## config.mk

```make
export PLATFORM = sky130hd
export DESIGN_NAME = mips_multicycle_ctrl
export DESIGN_NICKNAME = d
export VERILOG_FILES = /design/src/rtl/mips_ctrl_pkg.sv /design/src/rtl/mips_ctrl_decode.sv /design/src/rtl/mips_multicycle_ctrl.sv
export SDC_FILE = /design/constraint.sdc
export NUM_CORES = 1
export LEC_CHECK = 0
export CAP_MARGIN = 20
export CORE_MARGIN = 2
export CORE_UTILIZATION = 38
export CTS_BUF_LIST = sky130_fd_sc_hd__clkbuf_4 sky130_fd_sc_hd__clkbuf_8 sky130_fd_sc_hd__clkbuf_16
export CTS_CLUSTER_SIZE = 10
export DETAILED_ROUTE_END_ITERATION = 6
export PLACE_DENSITY = 0.82
export SETUP_SLACK_MARGIN = 0.02
export SLEW_MARGIN = 20
export SYNTH_ARGS = -nofsm -noshare
export SYNTH_HDL_FRONTEND = slang
export SYNTH_SLANG_ARGS = --single-unit
export TNS_END_PERCENT = 100
```

## constraint.sdc

```tcl
create_clock -name clk -period 2.1 [get_ports clk]
set_clock_uncertainty 0.2 [all_clocks]
set_input_delay 0.525 -clock clk [delete_from_list [all_inputs] [get_ports clk]]
set_output_delay 0.525 -clock clk [all_outputs]
set_load 0.05 [all_outputs]
```

## src/rtl/mips_ctrl_pkg.sv

```systemverilog
// mips_ctrl_pkg: state, opcode and control-field encodings shared by the multicycle MIPS controller.
package mips_ctrl_pkg;
  typedef enum logic [3:0] {
    FETCH, DECODE, MEMADR, MEMRD, MEMWB, MEMWR, EXEC, ALUWB, BRANCH, JUMP, ADDIEX, ADDIWB
  } state_e;
  localparam logic [5:0] OP_RTYPE = 6'b000000;
  localparam logic [5:0] OP_LW    = 6'b100011;
  localparam logic [5:0] OP_SW    = 6'b101011;
  localparam logic [5:0] OP_BEQ   = 6'b000100;
  localparam logic [5:0] OP_ADDI  = 6'b001000;
  localparam logic [5:0] OP_J     = 6'b000010;
  localparam logic [2:0] ALU_OP_ADD   = 3'b000;
  localparam logic [2:0] ALU_OP_FUNCT = 3'b001;
  localparam logic [2:0] ALU_OP_SUB   = 3'b010;
  localparam logic [1:0] ALU_SRC_B_REG    = 2'b00;
  localparam logic [1:0] ALU_SRC_B_FOUR   = 2'b01;
  localparam logic [1:0] ALU_SRC_B_IMM    = 2'b10;
  localparam logic [1:0] ALU_SRC_B_IMM_SH = 2'b11;
  localparam logic [1:0] PC_SRC_ALU    = 2'b00;
  localparam logic [1:0] PC_SRC_ALUOUT = 2'b01;
  localparam logic [1:0] PC_SRC_JUMP   = 2'b10;
  typedef struct packed {
    logic       pc_write;
    logic       pc_write_cond;
    logic       i_or_d;
    logic       mem_read;
    logic       mem_write;
    logic       ir_write;
    logic       mem_to_reg;
    logic       reg_dst;
    logic       reg_write;
    logic       alu_src_a;
    logic [1:0] alu_src_b;
    logic [2:0] alu_op;
    logic [1:0] pc_source;
  } ctrl_t;
endpackage

```

## src/rtl/mips_ctrl_decode.sv

```systemverilog
// mips_ctrl_decode: pure combinational state -> datapath control word (Moore outputs).
module mips_ctrl_decode
  import mips_ctrl_pkg::*;
(
  input  state_e state_i,
  output ctrl_t  cw_o
);
  always_comb begin
    cw_o = '0;
    case (state_i)
      FETCH: begin
        cw_o.mem_read  = 1'b1;
        cw_o.ir_write  = 1'b1;
        cw_o.pc_write  = 1'b1;
        cw_o.alu_src_b = ALU_SRC_B_FOUR;
        cw_o.alu_op    = ALU_OP_ADD;
        cw_o.pc_source = PC_SRC_ALU;
      end
      DECODE: begin
        cw_o.alu_src_b = ALU_SRC_B_IMM_SH;
        cw_o.alu_op    = ALU_OP_ADD;
      end
      MEMADR, ADDIEX: begin
        cw_o.alu_src_a = 1'b1;
        cw_o.alu_src_b = ALU_SRC_B_IMM;
        cw_o.alu_op    = ALU_OP_ADD;
      end
      MEMRD: begin
        cw_o.mem_read = 1'b1;
        cw_o.i_or_d   = 1'b1;
      end
      MEMWB: begin
        cw_o.reg_write  = 1'b1;
        cw_o.mem_to_reg = 1'b1;
      end
      MEMWR: begin
        cw_o.mem_write = 1'b1;
        cw_o.i_or_d    = 1'b1;
      end
      EXEC: begin
        cw_o.alu_src_a = 1'b1;
        cw_o.alu_src_b = ALU_SRC_B_REG;
        cw_o.alu_op    = ALU_OP_FUNCT;
      end
      ALUWB: begin
        cw_o.reg_write = 1'b1;
        cw_o.reg_dst   = 1'b1;
      end
      ADDIWB: cw_o.reg_write = 1'b1;
      BRANCH: begin
        cw_o.alu_src_a     = 1'b1;
        cw_o.alu_src_b     = ALU_SRC_B_REG;
        cw_o.alu_op        = ALU_OP_SUB;
        cw_o.pc_write_cond = 1'b1;
        cw_o.pc_source     = PC_SRC_ALUOUT;
      end
      JUMP: begin
        cw_o.pc_write  = 1'b1;
        cw_o.pc_source = PC_SRC_JUMP;
      end
      default: cw_o = '0;
    endcase
  end
endmodule

```

## src/rtl/mips_multicycle_ctrl.sv

```systemverilog
// mips_multicycle_ctrl: main control FSM of the multicycle MIPS datapath.
// MEM_WAIT_EN adds mem_ready; FETCH/MEMRD/MEMWR then stall until memory completes.
module mips_multicycle_ctrl
  import mips_ctrl_pkg::*;
#(
  parameter int OP_W    = 6,
  parameter int ALUOP_W = 3
) (
  input  logic               clk,
  input  logic               reset,
  input  logic [OP_W-1:0]    op,
  input  logic               zero,
`ifdef MEM_WAIT_EN
  input  logic               mem_ready,
`endif
  output logic               pc_write,
  output logic               pc_write_cond,
  output logic               pc_en,
  output logic               i_or_d,
  output logic               mem_read,
  output logic               mem_write,
  output logic               ir_write,
  output logic               mem_to_reg,
  output logic               reg_dst,
  output logic               reg_write,
  output logic               alu_src_a,
  output logic [1:0]         alu_src_b,
  output logic [ALUOP_W-1:0] alu_op,
  output logic [1:0]         pc_source,
  output logic               illegal_op
);
  state_e     state_q, state_d;
  ctrl_t      cw, g;
  logic       rdy;
  logic [5:0] opc;
`ifdef MEM_WAIT_EN
  assign rdy = mem_ready;
`else
  assign rdy = 1'b1;
`endif
  assign opc = 6'(op);
  mips_ctrl_decode u_decode (.state_i(state_q), .cw_o(cw));
  always_ff @(posedge clk or posedge reset)
    if (reset) state_q <= FETCH;
    else       state_q <= state_d;
  always_comb begin
    state_d    = FETCH;
    illegal_op = 1'b0;
    case (state_q)
      FETCH:  state_d = rdy ? DECODE : FETCH;
      DECODE: begin
        state_d    = opc == OP_RTYPE                ? EXEC   :
                     (opc == OP_LW || opc == OP_SW) ? MEMADR :
                     opc == OP_BEQ                  ? BRANCH :
                     opc == OP_ADDI                 ? ADDIEX :
                     opc == OP_J                    ? JUMP   : FETCH;
        illegal_op = state_d == FETCH;
      end
      MEMADR: state_d = opc == OP_LW ? MEMRD : MEMWR;
      MEMRD:  state_d = rdy ? MEMWB : MEMRD;
      MEMWR:  state_d = rdy ? FETCH : MEMWR;
      EXEC:   state_d = ALUWB;
      ADDIEX: state_d = ADDIWB;
      default: state_d = FETCH;
    endcase
  end
  // State sits at FETCH during reset, so its outputs must be forced off explicitly.
  assign g             = reset ? '0 : cw;
  assign pc_write      = g.pc_write & (rdy | state_q != FETCH);
  assign ir_write      = g.ir_write & rdy;
  assign pc_write_cond = g.pc_write_cond;
  assign pc_en         = pc_write | (pc_write_cond & zero);
  assign i_or_d        = g.i_or_d;
  assign mem_read      = g.mem_read;
  assign mem_write     = g.mem_write;
  assign mem_to_reg    = g.mem_to_reg;
  assign reg_dst       = g.reg_dst;
  assign reg_write     = g.reg_write;
  assign alu_src_a     = g.alu_src_a;
  assign alu_src_b     = g.alu_src_b;
  assign alu_op        = ALUOP_W'(g.alu_op);
  assign pc_source     = g.pc_source;
endmodule
```

==> qor.csv, run 1 <==
stage,metric,value,unit
outcome,outcome,stopped before the end,
outcome,stop_stage,4_1_cts,
outcome,error,"[ERROR DPL-0038] Utilization greater than 100%, impossible to legalize",
cts,clk_path_buf_depth,2,
floorplan,dieWidth,41.9,um
yosys,yosysSeqAreaShare,0.183,
yosys,syn_area,547,sq um
cts,htree_num_levels,1,
placed_design,dpl.hpwl,1840,um
yosys,syn-num-nets,85,
yosys,synthTopCellsByCount,"11 x nor2_1, 6 x nand2_1, 5 x nor3_1",
yosys,yosys_warnings,0,
floorplan,io_pins,28,
cts,clock-sinks,4,
yosys,post-synth-top-count-cell,nor2_1,
floorplan,die-height,41.9,um
cts,post_cts.repair.setup_buffers,7,
yosys,synthArstFlopShare,1.00,
yosys,synth_top_area_frac,0.183,
placed_design,gp_congestion,0.861,
yosys,synth_edf_count,0,
floorplan,rows,13,
floorplan,initial_utilization,0.415,
yosys,ys_ff_latch,4,
cts,hold_buffers,0,
yosys,ys_types,36,
cts,cts_root_buf,clkbuf_4,
placed_design,port_buffers,26,
yosys,ys.flop_type,dfrtp_1,
yosys,synth.avg_cell_area,7.19,sq um
yosys,synthTopCellsByArea,"dfrtp_1 18%, nor2_1 7.6%, buf_6 6.2%",
cts,cts_resized,50,
yosys,synth_largest_area_cell,dfrtp_1,
cts,cts_buffers,3,
yosys,synth_cells,76,
## per-stage QoR
stage | util | setup WS [ps] | area (sq um) | cells | hold slack (ps)
after floorplan | - | -123 | 641 | 76 | 110
after global placement | 0.906 | -399 | 1190 | 132 | 374
after detailed placement | 0.906 | -488 | 1190 | 132 | 379
## cells by family after synthesis
group	synth area share
AO/OA/AOI/OAI	0.206
XOR/XNOR	0.0481
buffers and inverters	0.144
flip-flops	0.183
other	0.00686
AND/OR/NAND/NOR	0.412
==> run 2, diff against run 1 <==
--- a/config.mk
+++ b/config.mk
@@ -6,13 +6,10 @@
 export NUM_CORES = 1
 export LEC_CHECK = 0
 export CAP_MARGIN = 20
-export CORE_MARGIN = 2
-export CORE_UTILIZATION = 38
-export CTS_BUF_LIST = sky130_fd_sc_hd__clkbuf_4 sky130_fd_sc_hd__clkbuf_8 sky130_fd_sc_hd__clkbuf_16
-export CTS_CLUSTER_SIZE = 10
+export CORE_AREA = 2 2 63 65
 export DETAILED_ROUTE_END_ITERATION = 6
-export PLACE_DENSITY = 0.82
-export SETUP_SLACK_MARGIN = 0.02
+export DIE_AREA = 0 0 65 67
+export PLACE_DENSITY_LB_ADDON = 0.15
 export SLEW_MARGIN = 20
 export SYNTH_ARGS = -nofsm -noshare
 export SYNTH_HDL_FRONTEND = slang
==> run 2 against run 1 <==
Compared with the run above: the flow now finishes, with violations (setup timing); synthesized cell count is the same; synthesized area unchanged.
==> qor.csv, run 2 <==
stage,metric,value,unit,change
worst_setup_path,crit_path_max_fanout,3,,
yosys,ys_types,36,,unchanged
floorplan,initial_utilization,0.152,,-0.263
global_route,grt_pass1_wl,3520,um,
worst_setup_path,end_kind,primary output,,
pwr,p_clk_frac,0.136,,
placed_design,gp_congestion,0.733,,-15%
floorplan,dieWidth,65,um,+55%
worst_setup_path,cp-startpoint,state_q[1],,
timing,max_freq,455,MHz,
worst_setup_path,worstPathCellList,"or3_4, a211oi_4, buf_12",,
drt,drc,0,,
finish,regMostFlops,state_q,,
yosys,ys_ff_latch,4,,unchanged
worst_setup_path,r2r_setup_slack,620,ps,
yosys,synthTopCellsByArea,"dfrtp_1 18%, nor2_1 7.6%, buf_6 6.2%",,
worst_setup_path,cp_slowest_cell,dfrtp_2,,
global_route,grt_antenna_before_repair,0,,
yosys,synthArstFlopShare,1.00,,unchanged
pwr,power.density,764,nW/um^2,
min_path,min_path_type,in -> async,,
timing,hold_viol_final,0,,
pwr,internal_power,679,uW,
drt,drt_iter0_drc,12,,
yosys,post-synth-top-count-cell,nor2_1,,
finish,layout.cells.non_filler,186,,
finish,final_area,1560,sq um,
finish,largest_reg_flops,4,,
yosys,syn-num-nets,85,,unchanged
finish,reg_top3,state_q (4),,
cts,htree_num_levels,1,,unchanged
drt,vias_per_cell,4.11,,
yosys,yosysSeqAreaShare,0.183,,unchanged
floorplan,io_pins,28,,unchanged
finish,nNetsFinal,149,,
cts,cts_tree,built,,
worst_setup_path,rr_endpoint,state_q[0],,
finish,syn_to_final_growth,184,%,
cts,clk_latency,220,ps,
timing,setup_tns,-548,ps,
cts,cts_root_buf,clkbuf_8,,
yosys,synth_largest_area_cell,dfrtp_1,,
worst_setup_path,reg2regPathDepth,3,,
pwr,p_switching,509,uW,
pwr,ir_worst_vdd,0.000422,V,
timing,grt_setup_unrepaired,yes,,
floorplan,die-height,67,um,+60%
pwr,p_sw_frac,0.429,,
cts,clk_path_buf_depth,2,,unchanged
placed_design,place_inst,170,,+29%
worst_setup_path,rr_startpoint,state_q[3],,
global_route,grt_start_max_net_pins,9,,
drt,dr.pass1.iters,4,,
timing,drv_slew,0,,
yosys,syn_area,547,sq um,unchanged
finish,drive_gt1_frac,0.688,,
pwr,power_frac_comb,0.760,,
yosys,synth_cells,76,,unchanged
worst_setup_path,critPathKind,reg -> out,,
drt,wl,2130,um,
finish,fin_util,0.431,,
timing,period_share,1.05,,
global_route,grt_pass1_vias,764,,
pwr,p_leak,0.660,nW,
drt,drtAntennaViolNets,0,,
cts,cts.clk_slew.worst_paths,30,ps,
flow_run,maxCapViolCount,0,,
pwr,seq_power_share,0.104,,
finish,fillers,364,,
cts,clock-sinks,4,,unchanged
yosys,synthTopCellsByCount,"11 x nor2_1, 6 x nand2_1, 5 x nor3_1",,
global_route,overflow,0,,
drt,vias,765,,
floorplan,rows,22,,+9
global_route,gr-usage-all-layers,0.105,,
finish,layout_commonest_cell,buf_4,,
outcome,violations,setup timing,,
timing,post-route-min-period,2200,ps,
floorplan,coreArea,3610,sq um,
yosys,synth.avg_cell_area,7.19,sq um,unchanged
worst_setup_path,crit_end,pc_en,,
worst_setup_path,crit_path_start_kind,flip-flop,,
finish,final_cell_mix,"28 x buf_4, 19 x buf_12, 12 x buf_6",,
worst_setup_path,worstPathRequired,1370,ps,
placed_design,dpl.hpwl,1680,um,-9.2%
timing,setup_viol,12,,
worst_setup_path,cpPeakStageDelay,430,ps,
placed_design,port_buffers,26,,unchanged
floorplan,die_area,4360,sq um,
worst_setup_path,cp.arrival,1470,ps,
yosys,ys.flop_type,dfrtp_1,,
yosys,synth_top_area_frac,0.183,,unchanged
cts,cts_buffers,3,,unchanged
placed_design,post_dp_cell_area,1260,sq um,+5.3%
drt,drt-wirelength-per-cell,11.4,um,
outcome,outcome,finished with violations,,
timing,fin_ws,-95.4,ps,
yosys,yosys_warnings,0,,unchanged
yosys,synth_edf_count,0,,unchanged
finish,diodes,0,,
run 2: cell counts after synthesis:
Identical to the previous run, type by type.
run 2: what timing repair did:
action                     in CTS  in global routing
hold buffers                    0                  0
setup endpoints to repair      18                 18
pin swaps                      11                  9
hold endpoints to repair        0                  0
setup buffers                   7                  6
resized for setup              34                 22
gates cloned                    0                  0
run 2: how the worst min path moves through the flow:
stage	endpoint	slack, ps
global route	state_q[0]	190
floorplan	state_q[0]	110
global placement	state_q[3]	410
detailed placement	state_q[3]	420
CTS	state_q[3]	180
finish	state_q[2]	180
run 2: per-layer routing:
layer  vias to the layer above  track usage  wire [um]
met2                        19        0.206       1190
li1                        395            -          -
met5                         -            0          0
met4                         0       0.0319          0
met3                         0       0.0270         91
met1                       351        0.109        844
run 2: layout make-up:
cell class                      count  area, sq um  share of cell area
Clock buffer                        3         41.3              0.0265
Timing Repair Buffer               66          788               0.507
Sequential cell                     4          104              0.0668
Inverter                            3         11.3             0.00724
Tap cell                           48         60.1              0.0386
Multi-Input combinational cell     62          551               0.354
run 2: kinds of logic after synthesis:
family / count (synthesis) / share of synthesized area
DFF: 4 / 0.183
other: 1 / 0.00686
and+or+nand+nor: 41 / 0.412
buffers and inverters: 10 / 0.144
AOI/OAI and AO/OA: 17 / 0.206
xor gates and xnor gates: 3 / 0.0481
run 2: power groups by stage:
stage / Clock (mW) / Sequential, mW / Combinational, mW
5_1_grt: 0.178 / 0.126 / 0.943
3_5_place_dp: 0 / 0.130 / 0.702
2_1_floorplan: 0 / 0.108 / 0.380
6_report: 0.162 / 0.123 / 0.902
4_1_cts: 0.162 / 0.120 / 0.804
3_3_place_gp: 0 / 0.129 / 0.697
run 2: worst max-delay path, delay by kind of cell, from the launching register on:
family	cells	cell delay, ps
DFF	1	430
and+or+nand+nor	1	430
AOI/OAI and AO/OA	1	220
buffers and inverters	1	170
run 2: metrics by stage:
step	hold WS (ps)	power, mW	worst slack, ps
floorplan	110	0.488	-407
global placement	406	0.826	-430
detailed placement	416	0.833	-459
CTS	184	1.09	-179
global route	188	1.25	-156
finish	184	1.19	-95.4
No activity file was read; power rests on OpenSTA's default activity.
==> run 3, diff against run 2 <==
--- a/config.mk
+++ b/config.mk
@@ -5,7 +5,6 @@
 export SDC_FILE = /design/constraint.sdc
 export NUM_CORES = 1
 export LEC_CHECK = 0
-export CAP_MARGIN = 20
 export CORE_AREA = 2 2 63 65
 export DETAILED_ROUTE_END_ITERATION = 6
 export DIE_AREA = 0 0 65 67
==> results of run 3 <==
Same layout as run 2: the final DEF is identical, and so are final timing and power.
==> run 4, diff against run 3 <==
--- a/config.mk
+++ b/config.mk
@@ -9,7 +9,6 @@
 export DETAILED_ROUTE_END_ITERATION = 6
 export DIE_AREA = 0 0 65 67
 export PLACE_DENSITY_LB_ADDON = 0.15
-export SLEW_MARGIN = 20
 export SYNTH_ARGS = -nofsm -noshare
 export SYNTH_HDL_FRONTEND = slang
 export SYNTH_SLANG_ARGS = --single-unit
==> results of run 4 <==
Same layout as run 2: the final DEF is identical, and so are final timing and power.
